File: src/rtl/axi_wr_arbiter_if.sv
// rtl/axi_wr_arbiter_if.sv - Upstream (S_*) and downstream (M_*) AXI4 write-channel bundle for axi_wr_arbiter
// LEN_ERR exists only when AXI_WR_ARB_LENCHK_EN is defined.
interface axi_wr_arbiter_if #(
  parameter int ID_W     = 4,
  parameter int DATA_LEN = 32
) ();
  localparam int STRB_W = DATA_LEN / 8;

  // Upstream, two masters packed side by side (master i in slice i)
  logic [1:0]            S_AWVALID;
  logic [1:0]            S_AWREADY;
  logic [63:0]           S_AWADDR;
  logic [15:0]           S_AWLEN;
  logic [5:0]            S_AWSIZE;
  logic [3:0]            S_AWBURST;
  logic [2*ID_W-1:0]     S_AWID;
  logic [1:0]            S_WVALID;
  logic [1:0]            S_WREADY;
  logic [1:0]            S_WLAST;
  logic [2*DATA_LEN-1:0] S_WDATA;
  logic [2*STRB_W-1:0]   S_WSTRB;
  logic [1:0]            S_BVALID;
  logic [1:0]            S_BREADY;
  logic [1:0]            S_BRESP;
  logic [ID_W-1:0]       S_BID;

  // Downstream single port; the ID carries one extra routing bit
  logic                  M_AWVALID;
  logic                  M_AWREADY;
  logic [31:0]           M_AWADDR;
  logic [7:0]            M_AWLEN;
  logic [2:0]            M_AWSIZE;
  logic [1:0]            M_AWBURST;
  logic [ID_W:0]         M_AWID;
  logic                  M_WVALID;
  logic                  M_WREADY;
  logic                  M_WLAST;
  logic [DATA_LEN-1:0]   M_WDATA;
  logic [STRB_W-1:0]     M_WSTRB;
  logic                  M_BVALID;
  logic                  M_BREADY;
  logic [1:0]            M_BRESP;
  logic [ID_W:0]         M_BID;
`ifdef AXI_WR_ARB_LENCHK_EN
  logic                  LEN_ERR;
`endif

  // master: the arbiter itself (it masters the downstream port)
  modport master (
    input  S_AWVALID, S_AWADDR, S_AWLEN, S_AWSIZE, S_AWBURST, S_AWID,
    input  S_WVALID, S_WLAST, S_WDATA, S_WSTRB, S_BREADY,
    input  M_AWREADY, M_WREADY, M_BVALID, M_BRESP, M_BID,
    output S_AWREADY, S_WREADY, S_BVALID, S_BRESP, S_BID,
    output M_AWVALID, M_AWADDR, M_AWLEN, M_AWSIZE, M_AWBURST, M_AWID,
    output M_WVALID, M_WLAST, M_WDATA, M_WSTRB, M_BREADY
`ifdef AXI_WR_ARB_LENCHK_EN
    , output LEN_ERR
`endif
  );

  // slave: the surrounding upstream masters and downstream slave
  modport slave (
    output S_AWVALID, S_AWADDR, S_AWLEN, S_AWSIZE, S_AWBURST, S_AWID,
    output S_WVALID, S_WLAST, S_WDATA, S_WSTRB, S_BREADY,
    output M_AWREADY, M_WREADY, M_BVALID, M_BRESP, M_BID,
    input  S_AWREADY, S_WREADY, S_BVALID, S_BRESP, S_BID,
    input  M_AWVALID, M_AWADDR, M_AWLEN, M_AWSIZE, M_AWBURST, M_AWID,
    input  M_WVALID, M_WLAST, M_WDATA, M_WSTRB, M_BREADY
`ifdef AXI_WR_ARB_LENCHK_EN
    , input LEN_ERR
`endif
  );
endinterface

File: src/rtl/axi_wr_arbiter.sv
// rtl/axi_wr_arbiter.sv - Two-master round-robin AXI4 write arbiter; optional AWLEN-based WLAST under AXI_WR_ARB_LENCHK_EN
module axi_wr_arbiter #(
  parameter int ID_W      = 4,
  parameter int DATA_LEN  = 32,
  parameter int MAX_OUTST = 8
) (
  input logic              ACLK,
  input logic              ARESET,
  axi_wr_arbiter_if.master bus
);
  localparam int         STRB_W  = DATA_LEN / 8;
  localparam logic [7:0] MAX_CNT = 8'(MAX_OUTST);
  localparam logic [0:0] IDLE    = 1'b0;
  localparam logic [0:0] ACTIVE  = 1'b1;

  logic [0:0]    state;
  logic          gnt, rr_ptr, aw_done, w_done, aw_valid;
  logic [7:0]    outst_cnt;
  logic [31:0]   aw_addr;
  logic [7:0]    aw_len;
  logic [2:0]    aw_size;
  logic [1:0]    aw_burst;
  logic [ID_W:0] aw_id;
  logic          sel, grant_ok, w_open, w_last, w_hs, aw_hs, b_hs, b_sel;

  // A tie goes to rr_ptr; otherwise the lone requester wins
  assign sel      = (bus.S_AWVALID == 2'b11) ? rr_ptr : bus.S_AWVALID[1];
  assign grant_ok = ~ARESET & (state == IDLE) & (outst_cnt < MAX_CNT) & (|bus.S_AWVALID);
  assign bus.S_AWREADY = {grant_ok & sel, grant_ok & ~sel};

  assign bus.M_AWVALID = aw_valid;
  assign bus.M_AWADDR  = aw_addr;
  assign bus.M_AWLEN   = aw_len;
  assign bus.M_AWSIZE  = aw_size;
  assign bus.M_AWBURST = aw_burst;
  assign bus.M_AWID    = aw_id;
  assign aw_hs         = aw_valid & bus.M_AWREADY;

  // W is a pass-through for the granted master until its last beat
  assign w_open       = ~ARESET & (state == ACTIVE) & ~w_done;
  assign bus.M_WVALID = w_open & bus.S_WVALID[gnt];
  assign bus.S_WREADY = {w_open & bus.M_WREADY & gnt, w_open & bus.M_WREADY & ~gnt};
  assign bus.M_WDATA  = gnt ? bus.S_WDATA[2*DATA_LEN-1:DATA_LEN] : bus.S_WDATA[DATA_LEN-1:0];
  assign bus.M_WSTRB  = gnt ? bus.S_WSTRB[2*STRB_W-1:STRB_W] : bus.S_WSTRB[STRB_W-1:0];
  assign bus.M_WLAST  = w_last;
  assign w_hs         = bus.M_WVALID & bus.M_WREADY;

`ifdef AXI_WR_ARB_LENCHK_EN
  logic [7:0] beat_cnt;
  logic       len_err;
  assign w_last      = (beat_cnt == aw_len);
  assign bus.LEN_ERR = len_err;

  // Count accepted beats of the current burst and flag a master whose WLAST disagrees with AWLEN
  always_ff @(posedge ACLK or posedge ARESET) begin
    if (ARESET) begin
      beat_cnt <= 8'd0;
      len_err  <= 1'b0;
    end else begin
      len_err <= w_hs & (bus.S_WLAST[gnt] != w_last);
      if (grant_ok) beat_cnt <= 8'd0;
      else if (w_hs) beat_cnt <= beat_cnt + 8'd1;
    end
  end
`else
  assign w_last = bus.S_WLAST[gnt];
`endif

  // B is steered by the routing bit on top of the downstream ID, regardless of FSM state
  assign b_sel        = bus.M_BID[ID_W];
  assign bus.S_BVALID = {~ARESET & bus.M_BVALID & b_sel, ~ARESET & bus.M_BVALID & ~b_sel};
  assign bus.M_BREADY = ~ARESET & bus.S_BREADY[b_sel];
  assign bus.S_BID    = bus.M_BID[ID_W-1:0];
  assign bus.S_BRESP  = bus.M_BRESP;
  assign b_hs         = bus.M_BVALID & bus.M_BREADY;

  // Grant in IDLE, then hold the burst in ACTIVE until both AW and the last W beat are done
  always_ff @(posedge ACLK or posedge ARESET) begin
    if (ARESET) begin
      state    <= IDLE;
      gnt      <= 1'b0;
      rr_ptr   <= 1'b0;
      aw_done  <= 1'b0;
      w_done   <= 1'b0;
      aw_valid <= 1'b0;
      aw_addr  <= 32'd0;
      aw_len   <= 8'd0;
      aw_size  <= 3'd0;
      aw_burst <= 2'd0;
      aw_id    <= '0;
    end else begin
      case (state)
        IDLE: begin
          if (grant_ok) begin
            gnt      <= sel;
            rr_ptr   <= ~sel;
            aw_done  <= 1'b0;
            w_done   <= 1'b0;
            aw_valid <= 1'b1;
            aw_addr  <= sel ? bus.S_AWADDR[63:32] : bus.S_AWADDR[31:0];
            aw_len   <= sel ? bus.S_AWLEN[15:8] : bus.S_AWLEN[7:0];
            aw_size  <= sel ? bus.S_AWSIZE[5:3] : bus.S_AWSIZE[2:0];
            aw_burst <= sel ? bus.S_AWBURST[3:2] : bus.S_AWBURST[1:0];
            aw_id    <= {sel, (sel ? bus.S_AWID[2*ID_W-1:ID_W] : bus.S_AWID[ID_W-1:0])};
            state    <= ACTIVE;
          end
        end
        default: begin
          if (aw_hs) begin
            aw_valid <= 1'b0;
            aw_done  <= 1'b1;
          end
          if (w_hs & w_last) w_done <= 1'b1;
          if ((aw_done | aw_hs) & (w_done | (w_hs & w_last))) state <= IDLE;
        end
      endcase
    end
  end

  // Writes in flight downstream: up on AW handshake, down on B handshake
  always_ff @(posedge ACLK or posedge ARESET) begin
    if (ARESET) outst_cnt <= 8'd0;
    else begin
      case ({aw_hs, b_hs})
        2'b10:   outst_cnt <= outst_cnt + 8'd1;
        2'b01:   outst_cnt <= outst_cnt - 8'd1;
        default: outst_cnt <= outst_cnt;
      endcase
    end
  end
endmodule

File: src/flat_wrapper.sv
// flat-port wrapper written by rule: the top's interface ports become plain ports
module axi_wr_arbiter_flat 
#(
  parameter int ID_W      = 4,
  parameter int DATA_LEN  = 32,
  parameter int MAX_OUTST = 8
)
  (ACLK, ARESET, bus_S_AWVALID, bus_S_AWADDR, bus_S_AWLEN, bus_S_AWSIZE, bus_S_AWBURST, bus_S_AWID, bus_S_WVALID, bus_S_WLAST, bus_S_WDATA, bus_S_WSTRB, bus_S_BREADY, bus_M_AWREADY, bus_M_WREADY, bus_M_BVALID, bus_M_BRESP, bus_M_BID, bus_S_AWREADY, bus_S_WREADY, bus_S_BVALID, bus_S_BRESP, bus_S_BID, bus_M_AWVALID, bus_M_AWADDR, bus_M_AWLEN, bus_M_AWSIZE, bus_M_AWBURST, bus_M_AWID, bus_M_WVALID, bus_M_WLAST, bus_M_WDATA, bus_M_WSTRB, bus_M_BREADY);
  axi_wr_arbiter_if #(.ID_W(ID_W), .DATA_LEN(DATA_LEN)) bus_i ();
  input logic ACLK;
  input logic ARESET;
  input wire logic [$bits(bus_i.S_AWVALID)-1:0] bus_S_AWVALID;
  input wire logic [$bits(bus_i.S_AWADDR)-1:0] bus_S_AWADDR;
  input wire logic [$bits(bus_i.S_AWLEN)-1:0] bus_S_AWLEN;
  input wire logic [$bits(bus_i.S_AWSIZE)-1:0] bus_S_AWSIZE;
  input wire logic [$bits(bus_i.S_AWBURST)-1:0] bus_S_AWBURST;
  input wire logic [$bits(bus_i.S_AWID)-1:0] bus_S_AWID;
  input wire logic [$bits(bus_i.S_WVALID)-1:0] bus_S_WVALID;
  input wire logic [$bits(bus_i.S_WLAST)-1:0] bus_S_WLAST;
  input wire logic [$bits(bus_i.S_WDATA)-1:0] bus_S_WDATA;
  input wire logic [$bits(bus_i.S_WSTRB)-1:0] bus_S_WSTRB;
  input wire logic [$bits(bus_i.S_BREADY)-1:0] bus_S_BREADY;
  input wire logic [$bits(bus_i.M_AWREADY)-1:0] bus_M_AWREADY;
  input wire logic [$bits(bus_i.M_WREADY)-1:0] bus_M_WREADY;
  input wire logic [$bits(bus_i.M_BVALID)-1:0] bus_M_BVALID;
  input wire logic [$bits(bus_i.M_BRESP)-1:0] bus_M_BRESP;
  input wire logic [$bits(bus_i.M_BID)-1:0] bus_M_BID;
  output wire logic [$bits(bus_i.S_AWREADY)-1:0] bus_S_AWREADY;
  output wire logic [$bits(bus_i.S_WREADY)-1:0] bus_S_WREADY;
  output wire logic [$bits(bus_i.S_BVALID)-1:0] bus_S_BVALID;
  output wire logic [$bits(bus_i.S_BRESP)-1:0] bus_S_BRESP;
  output wire logic [$bits(bus_i.S_BID)-1:0] bus_S_BID;
  output wire logic [$bits(bus_i.M_AWVALID)-1:0] bus_M_AWVALID;
  output wire logic [$bits(bus_i.M_AWADDR)-1:0] bus_M_AWADDR;
  output wire logic [$bits(bus_i.M_AWLEN)-1:0] bus_M_AWLEN;
  output wire logic [$bits(bus_i.M_AWSIZE)-1:0] bus_M_AWSIZE;
  output wire logic [$bits(bus_i.M_AWBURST)-1:0] bus_M_AWBURST;
  output wire logic [$bits(bus_i.M_AWID)-1:0] bus_M_AWID;
  output wire logic [$bits(bus_i.M_WVALID)-1:0] bus_M_WVALID;
  output wire logic [$bits(bus_i.M_WLAST)-1:0] bus_M_WLAST;
  output wire logic [$bits(bus_i.M_WDATA)-1:0] bus_M_WDATA;
  output wire logic [$bits(bus_i.M_WSTRB)-1:0] bus_M_WSTRB;
  output wire logic [$bits(bus_i.M_BREADY)-1:0] bus_M_BREADY;
  assign bus_i.S_AWVALID = bus_S_AWVALID;
  assign bus_i.S_AWADDR = bus_S_AWADDR;
  assign bus_i.S_AWLEN = bus_S_AWLEN;
  assign bus_i.S_AWSIZE = bus_S_AWSIZE;
  assign bus_i.S_AWBURST = bus_S_AWBURST;
  assign bus_i.S_AWID = bus_S_AWID;
  assign bus_i.S_WVALID = bus_S_WVALID;
  assign bus_i.S_WLAST = bus_S_WLAST;
  assign bus_i.S_WDATA = bus_S_WDATA;
  assign bus_i.S_WSTRB = bus_S_WSTRB;
  assign bus_i.S_BREADY = bus_S_BREADY;
  assign bus_i.M_AWREADY = bus_M_AWREADY;
  assign bus_i.M_WREADY = bus_M_WREADY;
  assign bus_i.M_BVALID = bus_M_BVALID;
  assign bus_i.M_BRESP = bus_M_BRESP;
  assign bus_i.M_BID = bus_M_BID;
  assign bus_S_AWREADY = bus_i.S_AWREADY;
  assign bus_S_WREADY = bus_i.S_WREADY;
  assign bus_S_BVALID = bus_i.S_BVALID;
  assign bus_S_BRESP = bus_i.S_BRESP;
  assign bus_S_BID = bus_i.S_BID;
  assign bus_M_AWVALID = bus_i.M_AWVALID;
  assign bus_M_AWADDR = bus_i.M_AWADDR;
  assign bus_M_AWLEN = bus_i.M_AWLEN;
  assign bus_M_AWSIZE = bus_i.M_AWSIZE;
  assign bus_M_AWBURST = bus_i.M_AWBURST;
  assign bus_M_AWID = bus_i.M_AWID;
  assign bus_M_WVALID = bus_i.M_WVALID;
  assign bus_M_WLAST = bus_i.M_WLAST;
  assign bus_M_WDATA = bus_i.M_WDATA;
  assign bus_M_WSTRB = bus_i.M_WSTRB;
  assign bus_M_BREADY = bus_i.M_BREADY;
  axi_wr_arbiter #(.ID_W(ID_W), .DATA_LEN(DATA_LEN), .MAX_OUTST(MAX_OUTST)) u_core (.ACLK(ACLK), .ARESET(ARESET), .bus(bus_i));
endmodule
File: config.mk
export PLATFORM = sky130hd
export DESIGN_NAME = axi_wr_arbiter_flat
export DESIGN_NICKNAME = d
export VERILOG_FILES = /design/src/rtl/axi_wr_arbiter_if.sv /design/src/rtl/axi_wr_arbiter.sv /design/src/flat_wrapper.sv
export SDC_FILE = /design/constraint.sdc
export NUM_CORES = 1
export LEC_CHECK = 0
export CORE_AREA = 10 10 119 121
export DETAILED_ROUTE_END_ITERATION = 12
export DIE_AREA = 0 0 129 131
export PLACE_DENSITY = 0.88
export SKIP_CTS_REPAIR_TIMING = 1
export SYNTH_ARGS = -nofsm -noshare
export SYNTH_HDL_FRONTEND = slang
export SYNTH_SLANG_ARGS = --single-unit
File: constraint.sdc
create_clock -name ACLK -period 6.45 [get_ports ACLK]
set_input_delay 1.935 -clock ACLK [delete_from_list [all_inputs] [get_ports ACLK]]
set_output_delay 1.935 -clock ACLK [all_outputs]
set_load 0.01 [all_outputs]
; ---- Word level (Yosys, flattened, before mapping)
; Cells that the tools add are included.
[totals]
register_bits = 64
out_inout_bits = 102
elab_cells = 82
[classes]
addsub = 2
order_cmp = 3
eq_ne = 5
n_mux = 26
bitwise_logic = 28
reduce_logical = 6
[op_table]
columns = op, count
row1 = 32-bit two-way mux, 2
row2 = 1-bit AND, 20
row3 = 1-bit two-way mux, 18
row4 = 8-bit one-hot mux with 2 select lines, 1
row5 = 8-bit by 1-bit adder with 8-bit output (second input constant), 1
row6 = 8-bit by 4-bit < comparator with 1-bit output (second input constant), 1
row7 = 4-bit two-way mux, 2
row8 = 8-bit two-way mux, 1
row9 = 8-bit by 1-bit subtractor with 8-bit output (second input constant), 1
row10 = 1-bit NOT, 6
row11 = 2-bit AND reduction, 3
row12 = 2-bit == test (second input constant), 2
row13 = 1-bit by 2-bit < comparator with 1-bit output (second input constant), 2
row14 = 2-bit != test (second input constant), 2
row15 = 2-bit nonzero test, 2
row16 = 3-bit two-way mux, 1
row17 = 2-bit by 1-bit == test with 1-bit output (second input constant), 1
row18 = 2-bit two-way mux, 1
row19 = 1-bit OR, 2
row20 = 2-bit OR reduction, 1

; ---- Longest topological paths before layout
[depth]
depth_word = 10
ltp_mapped = 12
mapped_depth_nobuf = 11

; ---- Worst setup path before layout
; Ideal clock, no wire load.
[synth_timing]
path_kind = input to output
start = in ARESET
end = out bus_S_BVALID[1]
t_arrival_ps = 3638
required_ps = 4515
slack_ps = 877
stages = 2
n_path_buf = 0
path_cell_list = inv_1 and3_1
[synth_via]
elab_chain_len = 3
[synth_lines]
columns = item, line_no
row1 = "start, declared", flat_wrapper.sv:11  ; input logic ARESET;
row2 = 1-bit NOT, axi_wr_arbiter.sv:71  ; assign bus.S_BVALID = {~ARESET & bus.M_BVALID & b_sel, ~ARESET & bus.M_BVALID & ~b_sel};
row3 = 1-bit AND (2 in a row), axi_wr_arbiter.sv:71
row4 = "end, declared", flat_wrapper.sv:30  ; output wire logic [$bits(bus_i.S_BVALID)-1:0] bus_S_BVALID;
; No other way between the ends.

; ---- Final worst setup path
[layout_timing]
start = in ARESET
end = out bus_S_AWREADY[1]
[layout_via]
elab_chain_len = 5
[layout_lines]
columns = item, line_no
row1 = 1-bit NOT, axi_wr_arbiter.sv:28  ; assign grant_ok = ~ARESET & (state == IDLE) & (outst_cnt < MAX_CNT) & (|bus.S_AWVALID);
row2 = 1-bit AND (3 in a row), axi_wr_arbiter.sv:28
row3 = 1-bit AND, axi_wr_arbiter.sv:29  ; assign bus.S_AWREADY = {grant_ok & sel, grant_ok & ~sel};
row4 = "end, declared", flat_wrapper.sv:28  ; output wire logic [$bits(bus_i.S_AWREADY)-1:0] bus_S_AWREADY;
; No other way between the ends.

==> impl_results.md <==
- First-pass GRT wire length: 22.91 mm
- Clock share of power: 19.3%
- Worst Path Required: 4.51 ns
- Total power: 2.402 mW
- Net Count, Synth: 579
- Core area: 11810 µm²
- CTS Buf Count: 9
- Post-Syn Area: 3784 µm²
- Hold Crit Start: u_core.bus.M_AWLEN[7]$_DFFE_PP0P_
- HP Class: reg2reg
- Synth area leader: dfrtp_1
- Die Y: 131 µm
- Final worst slack: 0.5442 ns
- WL per Instance: 19.30 µm
- CTS tree: done
- Reg power frac: 30.8%
- Cell count after synthesis: 386
- Drt total wl: 15.36 mm
- Tmin final: 5.906 ns
- CP endpoint kind: output pin
- Worst skew pair latency: 0.32 ns
- Share of layout cells above drive strength 1: 9.722%
- Max-slew violation count: 0
- Synth top area cells: dfrtp_1 (42%), mux2i_1 (13%), mux2_2 (12%)
- RD Place Congestion: 0.8333
- Die area: 16900 µm²
- Int Pwr: 1.584 mW
- Static leakage: 2.985 nW
- Detailed Routing Iterations Pass 1: 4
- Period Utilization, post-route: 91.56%
- MaxCap Viol Count: 0
- Combinational power share: 49.9%
- Worst flop-to-flop path startpoint: u_core.bus.M_AWVALID$_DFFE_PP0P_
- Psw: 0.8185 mW
- I/O pins: 292
- DRC Markers: 0
- Number of port buffers: 279
- Slew margin rel.: 18.04%
- Critical path fanouts, max: 5
- GRT Total Usage: 17.37%
- Die Width: 129 µm
- Switching portion of total power: 34.07%
- Power density over cell area: 348.0 nW/µm²
- Hpwl dp: 12.79 mm
- Seq/Total Area, Yosys: 41.67%
- Initial core utilization: 32.03%
- Root Driver: clkbuf_16
- Synth Register Bits: 63
- Post-synth EDFFs: 0
- VDD IR-drop max: 0.0001649 V
- Setup TNS: 0 ns
- Drt via density: 4.848
- Initial antenna violation count: 1
- Critical setup path kind: in2out
- Drt initial violations: 153
- Synth Warn #: 0
- Final Hold Viols: 0
- Area grow syn2layout: 82.44%
- CTS clk-pin slew, worst paths: 0.05 ns
- Rows: 40
- Worst setup path startpoint: ARESET
- Worst setup SP type: input pin
- Pre-CTS setup slack: 0.4796 ns
- Largest net degree at the start of global routing: 102
- Worst-Margin Slew: 1.229 ns
- Via Count: 3859
- CTS Sinks: 63
- F_max: 0.1693 GHz
- Synth top area share: 41.67%
- Setup violations, final: 0
- Asr flop ratio synth: 100.0%
- CP arrival: 3.97 ns
- Longest Clk Path Bufs: 2
- NumNets Final: 838
- Final ANT Viol Nets: 0
- Post-Syn Area per Cell: 9.802 µm²
- Grt total ovfl: 0
- Most used flip-flop cell after synthesis: dfrtp_1
- H-tree Lvls: 3
- Status: completed
- RSZ-0062 raised after global routing: false
- Synth unique cells: 47
- Vias in the first global route: 4202
- Clock Skew: 0.006593 ns
==> cell type report <==
type / count / area [µm²]
repair buffers: 284 / 2830
diodes: 1 / 2.502
fillers: 1002 / 4908
well taps: 147 / 183.9
flip-flops and latches: 63 / 1577
clock buffers: 10 / 239.0
clock inverters: 4 / 47.55
inverters: 7 / 26.28
multi-input cells: 280 / 1997
==> cell families (layout without fill, tap and decap cells) <==
logic type	after synthesis	after routing	share of synthesized area [%]
AOI/OAI and AO/OA	81	81	12.24
adders and majority gates	3	3	0.9922
and+or+nand+nor	98	98	12.30
DFF	63	63	41.67
buffers and inverters	43	305	5.853
other	0	1	0
muxes	90	90	25.10
xor gates and xnor gates	8	8	1.852
==> metrics by stage <==
stage               cells  utilization (%)  area [µm²]  hold WS, ns
floorplan             386                -        3784       0.4683
global placement      781            56.00        6614       0.4642
detailed placement    781            56.00        6614       0.4718
CTS                   795            58.42        6900       0.4835
global route          796            58.44        6903       0.5004
finish                796            58.44        6903       0.4744
==> synthesized netlist by cell type (2+ instances only) <==
master and instances:
a21o_1 3, a21oi_1 8, and2_1 3, and3_1 2, buf_2 19, buf_4 7
clkbuf_1 6, clkbuf_2 2, dfrtp_1 63, ha_1 3, inv_1 7, mux2_2 39
mux2i_1 51, nand2_1 55, nand2b_1 3, nand3_1 4, nor2_1 10, nor2b_1 4
nor3_1 4, nor4_1 3, o211ai_1 3, o21ai_0 49, o21ai_1 5, o22ai_1 2
o31a_1 2, or3b_1 2, xnor2_1 5, xor2_1 3
==> registers in the layout (all words and copies together) (netlist names) <==
signal	cells
u_core.bus.M_AWADDR	32
u_core.bus.M_AWVALID	1
u_core.bus.M_AWLEN	8
u_core.bus.M_AWBURST	2
u_core.bus.M_AWSIZE	3
u_core.state	1
u_core.bus.M_AWID	4
u_core.outst_cnt	8
u_core.gnt	1
u_core.w_done	1
u_core.rr_ptr	1
u_core.aw_done	1
==> power by group through the flow <==
stage	combinational [mW]	sequential, mW	clock, mW
global placement	1.19	0.732	0
floorplan	0.551	0.734	0
global route	1.30	0.771	0.492
detailed placement	1.22	0.744	0
CTS	1.22	0.741	0.476
finish	1.20	0.740	0.463
==> cell usage in the layout (no fill, tap or decap), drive strengths merged, types with 2 or more instances in the layout <==
| cell | netlist | routed |
|---|---|---|
| xnor2 | 5 | 5 |
| nand3 | 4 | 4 |
| mux2i | 51 | 51 |
| dfrtp | 63 | 63 |
| nor2b | 4 | 4 |
| and3 | 2 | 2 |
| clkbuf | 8 | 10 |
| o211ai | 3 | 3 |
| clkinv | 0 | 2 |
| buf | 28 | 5 |
| o22ai | 2 | 2 |
| and2 | 3 | 3 |
| nor2 | 10 | 10 |
| o31a | 2 | 2 |
| or3b | 2 | 2 |
| nor3b | 2 | 2 |
| ha | 3 | 3 |
| a21oi | 9 | 9 |
| a21o | 3 | 3 |
| inv | 7 | 7 |
| xor2 | 3 | 3 |
| o21ai | 54 | 54 |
| nor4 | 3 | 3 |
| mux2 | 39 | 39 |
| clkdlybuf4s50 | 0 | 279 |
| nand2b | 3 | 3 |
| nand2 | 55 | 55 |
| nor3 | 4 | 4 |
==> routing by layer <==
layer,share of wire (%),track usage [%],vias to the layer above
li1,-,-,1872
met1,35,17.03,1789
met2,53,32.01,182
met3,10,7.252,16
met4,1.9,6.622,0
met5,0,0,-
==> worst max-delay path: stages <==
cell and delay [ns]:
clkdlybuf4s50_1 0.51, nor4_1 0.30, o211ai_1 0.17, nor2_1 0.41
clkdlybuf4s50_1 0.64
==> final timing paths <==
kind | endpoint | slack (ns) | cells past startpoint
setup / recovery | bus_S_AWREADY[1] | 0.54 | 5
min in group asynchronous | u_core.outst_cnt[7]$_DFFE_PP0P_ | 2.31 | 3
setup reg to reg | u_core.outst_cnt[4]$_DFFE_PP0P_ | 3.65 | 10
hold / removal | u_core.bus.M_AWLEN[7]$_DFFE_PP0P_ | 0.47 | 2
hold reg to reg | u_core.bus.M_AWLEN[7]$_DFFE_PP0P_ | 0.47 | 2
max in group asynchronous | u_core.gnt$_DFFE_PP0P_ | 3.60 | 3
Power figures use the tool's default switching activity.
